<file path="config.mk">
export PLATFORM = sky130hd
export DESIGN_NAME = mem_ctrl_flat
export DESIGN_NICKNAME = d
export VERILOG_FILES = /design/src/rtl/mem_ctrl_if.sv /design/src/rtl/mem_ctrl.sv /design/src/flat_wrapper.sv
export SDC_FILE = /design/constraint.sdc
export NUM_CORES = 1
export LEC_CHECK = 0
export BUFFER_PORTS_ARGS = -buffer_cell sky130_fd_sc_hd__buf_2
export CAP_MARGIN = 10
export CORE_MARGIN = 2
export CORE_UTILIZATION = 45
export DETAILED_ROUTE_END_ITERATION = 16
export PLACE_DENSITY = 0.7
export SLEW_MARGIN = 20
export SYNTH_ARGS = -nofsm -noshare
export SYNTH_HDL_FRONTEND = slang
export SYNTH_SLANG_ARGS = --single-unit
</file>
<file path="constraint.sdc">
create_clock -name clk -period 3.39 [get_ports clk]
set_clock_uncertainty 0.1 [all_clocks]
set_input_delay 0 -clock clk [delete_from_list [all_inputs] [get_ports clk]]
set_output_delay 0 -clock clk [all_outputs]
set_load 0.05 [all_outputs]
</file>
<file path="src/rtl/mem_ctrl_if.sv">
// CPU-side bus of the memory controller: one read-only IF port and one
// read/write MEM port, both using the request/busy/done protocol.
//
// Handshake: a requester raises *_re (or mem_we) and holds it, together with
// its address/wdata/sel, until it sees a one-cycle *_done pulse. The
// controller samples requests only while idle. *_busy is high whenever the
// controller is occupied on behalf of either port. *_data is valid in the
// *_done cycle and holds until that port's next read completes.
interface mem_ctrl_if;
  logic        if_re;
  logic [31:0] if_addr;
  logic [31:0] if_data;
  logic        if_busy;
  logic        if_done;

  logic        mem_re;
  logic        mem_we;
  logic [31:0] mem_addr;
  logic [31:0] mem_wdata;
  logic [3:0]  mem_sel;
  logic [31:0] mem_data;
  logic        mem_busy;
  logic        mem_done;

  // Pipeline side: issues requests, consumes results.
  modport master (
    output if_re, if_addr, mem_re, mem_we, mem_addr, mem_wdata, mem_sel,
    input  if_data, if_busy, if_done, mem_data, mem_busy, mem_done
  );

  // Controller side: accepts requests, produces results.
  modport slave (
    input  if_re, if_addr, mem_re, mem_we, mem_addr, mem_wdata, mem_sel,
    output if_data, if_busy, if_done, mem_data, mem_busy, mem_done
  );
endinterface

</file>
<file path="src/rtl/mem_ctrl.sv">
// Memory controller: turns 32-bit little-endian word accesses from the IF
// and MEM ports into four byte cycles on an 8-bit synchronous RAM.
// MEM has priority over IF; a write wins over a read on the MEM port.
// All outputs are registered so there is no input-to-output combinational path.
module mem_ctrl #(
  parameter int ADDR_W = 17
) (
  input  logic              clk,
  input  logic              rst_n,
  mem_ctrl_if.slave         bus,
  output logic [ADDR_W-1:0] ram_addr,
  output logic              ram_we,
  output logic [7:0]        ram_wdata,
  input  logic [7:0]        ram_rdata,
  output logic [1:0]        dbg_state_o
);

  typedef enum logic [1:0] {
    IDLE  = 2'd0,
    READ  = 2'd1,
    WRITE = 2'd2,
    DONE  = 2'd3
  } state_e;

  state_e            state_q, state_d;
  logic [2:0]        k_q, k_d;
  logic              owner_mem_q, owner_mem_d;
  logic [ADDR_W-1:0] base_q, base_d;
  logic [31:0]       wdata_q, wdata_d;
  logic [3:0]        sel_q, sel_d;
  logic [23:0]       word_q, word_d;
  logic [31:0]       if_data_q, if_data_d;
  logic [31:0]       mem_data_q, mem_data_d;
  logic              if_busy_q, if_busy_d;
  logic              mem_busy_q, mem_busy_d;
  logic              if_done_q, if_done_d;
  logic              mem_done_q, mem_done_d;
  logic [ADDR_W-1:0] ram_addr_q, ram_addr_d;
  logic              ram_we_q, ram_we_d;
  logic [7:0]        ram_wdata_q, ram_wdata_d;

  // Byte index and address of the next byte cycle; wraps modulo 2^ADDR_W.
  logic [1:0]        k_nx;
  logic [ADDR_W-1:0] addr_nx;
  assign k_nx    = k_q[1:0] + 2'd1;
  assign addr_nx = base_q + ADDR_W'(k_nx);

  // Only the low ADDR_W address bits reach the RAM.
  logic unused_addr_bits;
  assign unused_addr_bits = ^{bus.if_addr[31:ADDR_W], bus.mem_addr[31:ADDR_W]};

  // State and datapath registers; reset abandons any access and zeroes outputs.
  always_ff @(posedge clk or negedge rst_n) begin
    if (!rst_n) begin
      state_q     <= IDLE;
      k_q         <= '0;
      owner_mem_q <= 1'b0;
      base_q      <= '0;
      wdata_q     <= '0;
      sel_q       <= '0;
      word_q      <= '0;
      if_data_q   <= '0;
      mem_data_q  <= '0;
      if_busy_q   <= 1'b0;
      mem_busy_q  <= 1'b0;
      if_done_q   <= 1'b0;
      mem_done_q  <= 1'b0;
      ram_addr_q  <= '0;
      ram_we_q    <= 1'b0;
      ram_wdata_q <= '0;
    end else begin
      state_q     <= state_d;
      k_q         <= k_d;
      owner_mem_q <= owner_mem_d;
      base_q      <= base_d;
      wdata_q     <= wdata_d;
      sel_q       <= sel_d;
      word_q      <= word_d;
      if_data_q   <= if_data_d;
      mem_data_q  <= mem_data_d;
      if_busy_q   <= if_busy_d;
      mem_busy_q  <= mem_busy_d;
      if_done_q   <= if_done_d;
      mem_done_q  <= mem_done_d;
      ram_addr_q  <= ram_addr_d;
      ram_we_q    <= ram_we_d;
      ram_wdata_q <= ram_wdata_d;
    end
  end

  // Next state, byte sequencing and the registered values of every output.
  // RAM signals are computed one cycle ahead so that byte k appears in the
  // cycle where the counter equals k.
  always_comb begin
    state_d     = state_q;
    k_d         = k_q;
    owner_mem_d = owner_mem_q;
    base_d      = base_q;
    wdata_d     = wdata_q;
    sel_d       = sel_q;
    word_d      = word_q;
    if_data_d   = if_data_q;
    mem_data_d  = mem_data_q;
    if_busy_d   = if_busy_q;
    mem_busy_d  = mem_busy_q;
    if_done_d   = 1'b0;
    mem_done_d  = 1'b0;
    ram_addr_d  = ram_addr_q;
    ram_we_d    = 1'b0;
    ram_wdata_d = ram_wdata_q;

    unique case (state_q)
      IDLE: begin
        if_busy_d  = 1'b0;
        mem_busy_d = 1'b0;
        if (bus.mem_we || bus.mem_re || bus.if_re) begin
          k_d        = '0;
          if_busy_d  = 1'b1;
          mem_busy_d = 1'b1;
          wdata_d    = bus.mem_wdata;
          sel_d      = bus.mem_sel;
          if (bus.mem_we || bus.mem_re) begin
            owner_mem_d = 1'b1;
            base_d      = bus.mem_addr[ADDR_W-1:0];
          end else begin
            owner_mem_d = 1'b0;
            base_d      = bus.if_addr[ADDR_W-1:0];
          end
          ram_addr_d = base_d;
          if (bus.mem_we) begin
            state_d     = WRITE;
            ram_we_d    = bus.mem_sel[0];
            ram_wdata_d = bus.mem_wdata[7:0];
          end else begin
            state_d = READ;
          end
        end
      end

      READ: begin
        k_d = k_q + 3'd1;
        if (k_q < 3'd3) begin
          ram_addr_d = addr_nx;
        end
        // Read data lags the address by one cycle, so byte k-1 arrives at k.
        case (k_q)
          3'd1:    word_d[7:0]   = ram_rdata;
          3'd2:    word_d[15:8]  = ram_rdata;
          3'd3:    word_d[23:16] = ram_rdata;
          default: word_d        = word_q;
        endcase
        if (k_q == 3'd4) begin
          state_d    = DONE;
          k_d        = '0;
          if_done_d  = !owner_mem_q;
          mem_done_d = owner_mem_q;
          if_busy_d  = owner_mem_q;
          mem_busy_d = !owner_mem_q;
          if (owner_mem_q) begin
            mem_data_d = {ram_rdata, word_q};
          end else begin
            if_data_d = {ram_rdata, word_q};
          end
        end
      end

      WRITE: begin
        k_d = k_q + 3'd1;
        if (k_q < 3'd3) begin
          ram_addr_d  = addr_nx;
          ram_wdata_d = wdata_q[8*k_nx +: 8];
          ram_we_d    = sel_q[k_nx];
        end else begin
          state_d    = DONE;
          k_d        = '0;
          if_done_d  = !owner_mem_q;
          mem_done_d = owner_mem_q;
          if_busy_d  = owner_mem_q;
          mem_busy_d = !owner_mem_q;
        end
      end

      DONE: begin
        state_d    = IDLE;
        if_busy_d  = 1'b0;
        mem_busy_d = 1'b0;
      end

      default: begin
        state_d = IDLE;
      end
    endcase
  end

  assign bus.if_data  = if_data_q;
  assign bus.if_busy  = if_busy_q;
  assign bus.if_done  = if_done_q;
  assign bus.mem_data = mem_data_q;
  assign bus.mem_busy = mem_busy_q;
  assign bus.mem_done = mem_done_q;
  assign ram_addr     = ram_addr_q;
  assign ram_we       = ram_we_q;
  assign ram_wdata    = ram_wdata_q;
  assign dbg_state_o  = state_q;

endmodule

</file>
<file path="src/flat_wrapper.sv">
// flat-port wrapper written by rule: the top's interface ports become plain ports
module mem_ctrl_flat 
#(
  parameter int ADDR_W = 17
)
  (clk, rst_n, ram_addr, ram_we, ram_wdata, ram_rdata, dbg_state_o, bus_if_re, bus_if_addr, bus_mem_re, bus_mem_we, bus_mem_addr, bus_mem_wdata, bus_mem_sel, bus_if_data, bus_if_busy, bus_if_done, bus_mem_data, bus_mem_busy, bus_mem_done);
  mem_ctrl_if bus_i ();
  input  logic clk;
  input  logic rst_n;
  output logic [ADDR_W-1:0] ram_addr;
  output logic ram_we;
  output logic [7:0] ram_wdata;
  input  logic [7:0] ram_rdata;
  output logic [1:0] dbg_state_o;
  input wire logic [$bits(bus_i.if_re)-1:0] bus_if_re;
  input wire logic [$bits(bus_i.if_addr)-1:0] bus_if_addr;
  input wire logic [$bits(bus_i.mem_re)-1:0] bus_mem_re;
  input wire logic [$bits(bus_i.mem_we)-1:0] bus_mem_we;
  input wire logic [$bits(bus_i.mem_addr)-1:0] bus_mem_addr;
  input wire logic [$bits(bus_i.mem_wdata)-1:0] bus_mem_wdata;
  input wire logic [$bits(bus_i.mem_sel)-1:0] bus_mem_sel;
  output wire logic [$bits(bus_i.if_data)-1:0] bus_if_data;
  output wire logic [$bits(bus_i.if_busy)-1:0] bus_if_busy;
  output wire logic [$bits(bus_i.if_done)-1:0] bus_if_done;
  output wire logic [$bits(bus_i.mem_data)-1:0] bus_mem_data;
  output wire logic [$bits(bus_i.mem_busy)-1:0] bus_mem_busy;
  output wire logic [$bits(bus_i.mem_done)-1:0] bus_mem_done;
  assign bus_i.if_re = bus_if_re;
  assign bus_i.if_addr = bus_if_addr;
  assign bus_i.mem_re = bus_mem_re;
  assign bus_i.mem_we = bus_mem_we;
  assign bus_i.mem_addr = bus_mem_addr;
  assign bus_i.mem_wdata = bus_mem_wdata;
  assign bus_i.mem_sel = bus_mem_sel;
  assign bus_if_data = bus_i.if_data;
  assign bus_if_busy = bus_i.if_busy;
  assign bus_if_done = bus_i.if_done;
  assign bus_mem_data = bus_i.mem_data;
  assign bus_mem_busy = bus_i.mem_busy;
  assign bus_mem_done = bus_i.mem_done;
  mem_ctrl #(.ADDR_W(ADDR_W)) u_core (.clk(clk), .rst_n(rst_n), .bus(bus_i), .ram_addr(ram_addr), .ram_we(ram_we), .ram_wdata(ram_wdata), .ram_rdata(ram_rdata), .dbg_state_o(dbg_state_o));
endmodule
</file>
== Word-level counts from Yosys, hierarchy flattened ==
Cells that the tools add are included.

* Add/sub/neg operators: 3
* Multiply operators: 0
* Divide/modulo/power cells: 0
* Magnitude comparators: 2
* Equal/unequal tests: 13
* Shifts and indexed selects: 1
* Muxes and demuxes: 37
* Bitwise operators: 1
* Reduce and logical (&&, ||, !) cells: 19

{| class="wikitable"
|+ Operator list
! cell !! number
|-
| $mux W17 || 3
|-
| $pmux W17 S2 || 1
|-
| $shiftx A32 B6 Y8 || 1
|-
| $mux W8 || 3
|-
| $add A17 B2 Y17 || 1
|-
| $pmux W8 S2 || 1
|-
| $mux W1 || 14
|-
| $reduce_and A2 Y1 || 6
|-
| $reduce_and A3 Y1 || 4
|-
| $mux W3 || 3
|-
| $pmux W3 S3 || 1
|-
| $mux W2 || 4
|-
| $ne A2 B1 Y1 const B || 4
|-
| $pmux W1 S4 || 2
|-
| $pmux W2 S4 || 1
|-
| $eq A3 B2 Y1 const B || 2
|-
| $pmux W1 S2 || 3
|-
| $eq A2 B2 Y1 const B || 2
|-
| $ne A2 B2 Y1 const B || 2
|-
| $reduce_and A4 Y1 || 1
|-
| $reduce_bool A2 Y1 || 2
|-
| $add A3 B1 Y3 const B || 1
|-
| $eq A3 B1 Y1 const B || 1
|-
| $eq A3 B3 Y1 const B || 1
|-
| other kinds (11) || 12
|}

* Register bits after elaboration: 177
* Bits in latches: 0
* RAM bits: 0
* ROM bits: 0
* Bits of input ports: 113
* Output and inout port bits: 96
* Word-level logic and storage cells: 94
* Memories kept: 0

== Longest topological paths before layout ==
* Word-level depth: 5
* Mapped depth: 10
* Gate-level depth less buffers: 8

== Worst setup path before layout ==
No wires, ideal clock.

* Kind: register -> register
* Start: register u_core.k_q[0]
* End: register u_core.ram_addr_q[8], in the netlist u_core.ram_addr[8]
* Library setup time: 0.125 ns
* Arrival: 2.507 ns
* Required time: 3.165 ns
* Setup slack: 0.658 ns
* Cell stages (with the launch flop): 11
* Buffers on the path: 2
* Period minus slack after synthesis: 2.732 ns
* Path through: dfrtp_1 > buf_2 > inv_1 > ha_1 > fa_1 > and4_1 > clkbuf_1 > nand4_1 > xor2_1 > mux2i_1 > mux2_2

* Word-level cells in the longest chain between the ends: 4
* Elaborated cells on any way between the ends: 7
* Classes of those cells: add/sub (2); order compare (1); eq/ne (1); mux (2); reduce/logical (1)

{| class="wikitable"
|+ Ends and longest elaborated chain
! what !! RTL line !! RTL
|-
| start: declaration || mem_ctrl.sv:26 || <nowiki>logic [2:0] k_q, k_d;</nowiki>
|-
| start signal: assignment || mem_ctrl.sv:73 || <nowiki>k_q <= k_d;</nowiki>
|-
| $add A2 B1 Y2 || mem_ctrl.sv:45 || <nowiki>assign k_nx = k_q[1:0] + 2'd1;</nowiki>
|-
| $add A17 B2 Y17 || mem_ctrl.sv:46 || <nowiki>assign addr_nx = base_q + ADDR_W'(k_nx);</nowiki>
|-
| $mux W17 || mem_ctrl.sv:142, mem_ctrl.sv:169 ||
|-
| $pmux W17 S2 || mem_ctrl.sv:112 || <nowiki>unique case (state_q)</nowiki>
|-
| end signal: assignment || mem_ctrl.sv:85 || <nowiki>ram_addr_q <= ram_addr_d;</nowiki>
|-
| end: declaration || mem_ctrl.sv:38 || <nowiki>logic [ADDR_W-1:0] ram_addr_q, ram_addr_d;</nowiki>
|}

Parallel ways exist; a longest one is shown, timed or not. The select of a mux whose other input is x is not followed.
A chain may end at the register's enable or synchronous reset.

== Final worst setup path ==
* Start: input bus_mem_re
* End: register u_core.base_q[3]

* Word-level cells in the longest chain between the ends: 3
* Elaborated cells on any way between the ends: 4
* Classes of those cells: mux (1); reduce/logical (3)

{| class="wikitable"
|+ Ends and longest elaborated chain
! what !! RTL line !! RTL
|-
| start: declaration || flat_wrapper.sv:17 || <nowiki>input wire logic [$bits(bus_i.mem_re)-1:0] bus_mem_re;</nowiki>
|-
| $logic_or A1 B1 Y1 (*) || mem_ctrl.sv:116, mem_ctrl.sv:122 ||
|-
| $logic_or A1 B1 Y1 || mem_ctrl.sv:116 || <nowiki>if (bus.mem_we || bus.mem_re || bus.if_re) begin</nowiki>
|-
| $reduce_and A2 Y1 (no line) || -- ||
|-
| end signal: assignment || mem_ctrl.sv:75 || <nowiki>base_q <= base_d;</nowiki>
|-
| end: declaration || mem_ctrl.sv:28 || <nowiki>logic [ADDR_W-1:0] base_q, base_d;</nowiki>
|}

Every way passes the cells marked *; elsewhere a longest branch is shown, timed or not.

==> impl_metrics.env <==
export IMPL_status="finished clean"
export IMPL_worstPathCellList="dlygate4sd3_1 -> buf_2 -> nor2_4 -> mux2i_1 -> dlygate4sd3_1 -> o21ai_0 -> dlygate4sd3_1"
export IMPL_critPathArrivalTime_ns=2.88
export IMPL_grt_total_usage=0.209
export IMPL_ys_seq_elements=177
export IMPL_ys_warn_count=0
export IMPL_gp_congestion=0.811
export IMPL_worstSetupEndpointType="flip-flop"
export IMPL_cpPeakStageDelay_ns=0.59
export IMPL_initial_core_util=0.464
export IMPL_cts_tree="yes"
export IMPL_synth_edff_count=0
export IMPL_startpoint="bus_mem_re"
export IMPL_tightest_slew_ns=0.882
export IMPL_io_buffers=178
export IMPL_synth_area_um2=7750
export IMPL_drtIter0Drc=327
export IMPL_synth_ff_type="dfrtp_1"
export IMPL_htree_levels=4
export IMPL_p_leak_nw=4.91
export IMPL_cp_required_ns=3.60
export IMPL_drc=0
export IMPL_drtPass1Iterations=4
export IMPL_syn_area_per_cell_um2=13.4
export IMPL_detail_route_antenna_nets=0
export IMPL_grt_remaining_overflow=0
export IMPL_total_power_w=0.0103
export IMPL_drive_gt1_frac=0.427
export IMPL_crit_path_max_fanout=18
export IMPL_async_flop_share=1.00
export IMPL_area_delta_synth_final_pct=34.3
export IMPL_post_cts_buffers=0
export IMPL_fmax_ghz=0.374
export IMPL_layout_nets=967
export IMPL_fin_crit_ns=2.67
export IMPL_path_clk_slew_ns=0.07
export IMPL_grt_pass1_wl_mm=29.8
export IMPL_hold_start="bus_if_addr[7]"
export IMPL_final_cell_mix="177 x buf_2, 177 x dfrtp_1, 128 x mux2_2, 89 x dlygate4sd3_1, 49 x nand2_1"
export IMPL_hold_ws_ns=0.0202
export IMPL_core_um2=16700
export IMPL_cp_num_buf_inv=4
export IMPL_r2r_start="u_core.k_q[1]"
export IMPL_criticalPathCategory="in -> reg"
export IMPL_cpMaxStageDelayCell="dlygate4sd3_1"
export IMPL_tns_ns=0
export IMPL_finalMaxSlewViolations=0
export IMPL_synth_nets=701
export IMPL_root_buffer="clkbuf_16"
export IMPL_finalNonFillerCells=1078
export IMPL_dp_hpwl_mm=11.9
export IMPL_clk_insertion_delay_late_ns=0.42
export IMPL_boundaryPins=209
export IMPL_syn_inst=578
export IMPL_wl_per_cell_um=17.0
export IMPL_crit_top_cell="dlygate4sd3_1"
export IMPL_ys_seq_area_frac=0.572
export IMPL_grt_max_degree=111
export IMPL_drv_cap=0
export IMPL_routed_via_count=5580
export IMPL_cts_sinks=177
export IMPL_worstHoldPathType="in -> reg"
export IMPL_cts_buffer_depth=2
export IMPL_finalHoldViolations=0
export IMPL_antenna_found_initial=0
export IMPL_dpl_cell_area_um2=8850
export IMPL_setup_viol=0
export IMPL_rows=47
export IMPL_wirelength_mm=18.4
export IMPL_fp_dieW_um=135
export IMPL_start_kind="input pin"
export IMPL_first_global_vias=5944
export IMPL_rsz0062_at_grt="no"
export IMPL_ir_drop_v=0.000554
export IMPL_die_h_um=135
export IMPL_path_delay_family="buffers and inverters"
export IMPL_min_period_over_period=0.788
export IMPL_synth_cell_types=52
export IMPL_avgViaCountPerCell=5.18
export IMPL_cts_made_buffers=17
export IMPL_p_per_area_nw_per_um2=991
export IMPL_maxSlewHeadroom=0.412
export IMPL_final_cell_area_um2=10400
export IMPL_placedCellCount=956
export IMPL_fp_dieArea_um2=18300
report_power, final:
group	internal, W	leakage (nW)	switching, W
registers	0.00297	2.15	0.000546
clock network	0.00132	0.314	0.000853
logic	0.00175	2.44	0.00287
total	0.00604	4.91	0.00427
per-stage QoR:
stage          utilization  worst slack (ns)
4_1_cts              0.623             0.807
3_3_place_gp         0.530             0.962
6_report             0.623             0.720
2_1_floorplan            -             0.658
3_5_place_dp         0.530             0.880
5_1_grt              0.623             0.644
cells in the mapped netlist (all sizes together), types with 5 or more instances:
master    n  area, µm²
dfrtp   177       4430
xor2      5       43.8
o21ai    35        205
nor2     19       78.8
nand3     8       40.0
inv       8       30.0
mux4      9        203
nand2    49        184
clkbuf   14       52.6
buf      15        105
ha        9        113
mux2i    29        290
mux2    128       1440
nand4     6       37.5
a21oi    24        124
worst paths after layout:
| kind | cells after the start | endpoint | slack, ns |
|---|---|---|---|
| min in group asynchronous | 2 | u_core.bus.if_data[13] | 0.15 |
| worst max-delay path | 7 | u_core.base_q[3] | 0.72 |
| worst min-delay path | 3 | u_core.ram_addr[7] | 0.02 |
| worst max register to register | 8 | u_core.ram_addr[15] | 0.85 |
| max in group asynchronous | 3 | u_core.wdata_q[1] | 2.20 |
| worst min register to register | 2 | u_core.ram_addr[11] | 0.38 |
flip-flops by register name (all words and copies together) (netlist names):
name,cells
u_core.bus.if_data,32
u_core.sel_q,4
u_core.ram_wdata,8
u_core.owner_mem_q,1
u_core.bus.mem_done,1
u_core.word_q,24
u_core.k_q,3
u_core.ram_addr,17
u_core.wdata_q,32
u_core.dbg_state_o,2
u_core.bus.mem_data,32
u_core.base_q,17
u_core.bus.if_busy,1
u_core.bus.mem_busy,1
u_core.bus.if_done,1
u_core.ram_we,1
per-layer routing:
metal | track usage | vias to the layer above | wire (µm)
met3 | 0.0408 | 34 | 870
met2 | 0.363 | 168 | 9260
met4 | 0.0856 | 0 | 392
met5 | 0 | - | 0
met1 | 0.258 | 2769 | 7840
li1 | - | 2609 | -
final cells by class:
type / instances / area (µm²)
diodes: 1 / 2.50
clock buffers: 17 / 425
clock inverters: 15 / 231
fillers: 1266 / 6300
inverters: 8 / 30.0
multi-input cells: 364 / 3140
flip-flops and latches: 177 / 4430
well taps: 220 / 275
repair buffers: 276 / 1870
timing repair:
| action | CTS | global route |
|---|---|---|
| resized for setup | 0 | 0 |
| endpoints found under the hold margin | 230 | 0 |
| hold buffers | 89 | 0 |
worst min-delay path, stage by stage:
cell	delay, ns
buf_2	0.08
mux2i_1	0.10
o311ai_0	0.32
cells by family after synthesis:
family,synth area share
AO/OA/AOI/OAI,0.0685
XOR/XNOR,0.0102
multiplexers,0.250
adder cells (fa/ha/maj),0.0171
flip-flops,0.572
AND/OR/NAND/NOR,0.0586
buffers and inverters,0.0242
Power figures use the tool's default switching activity.
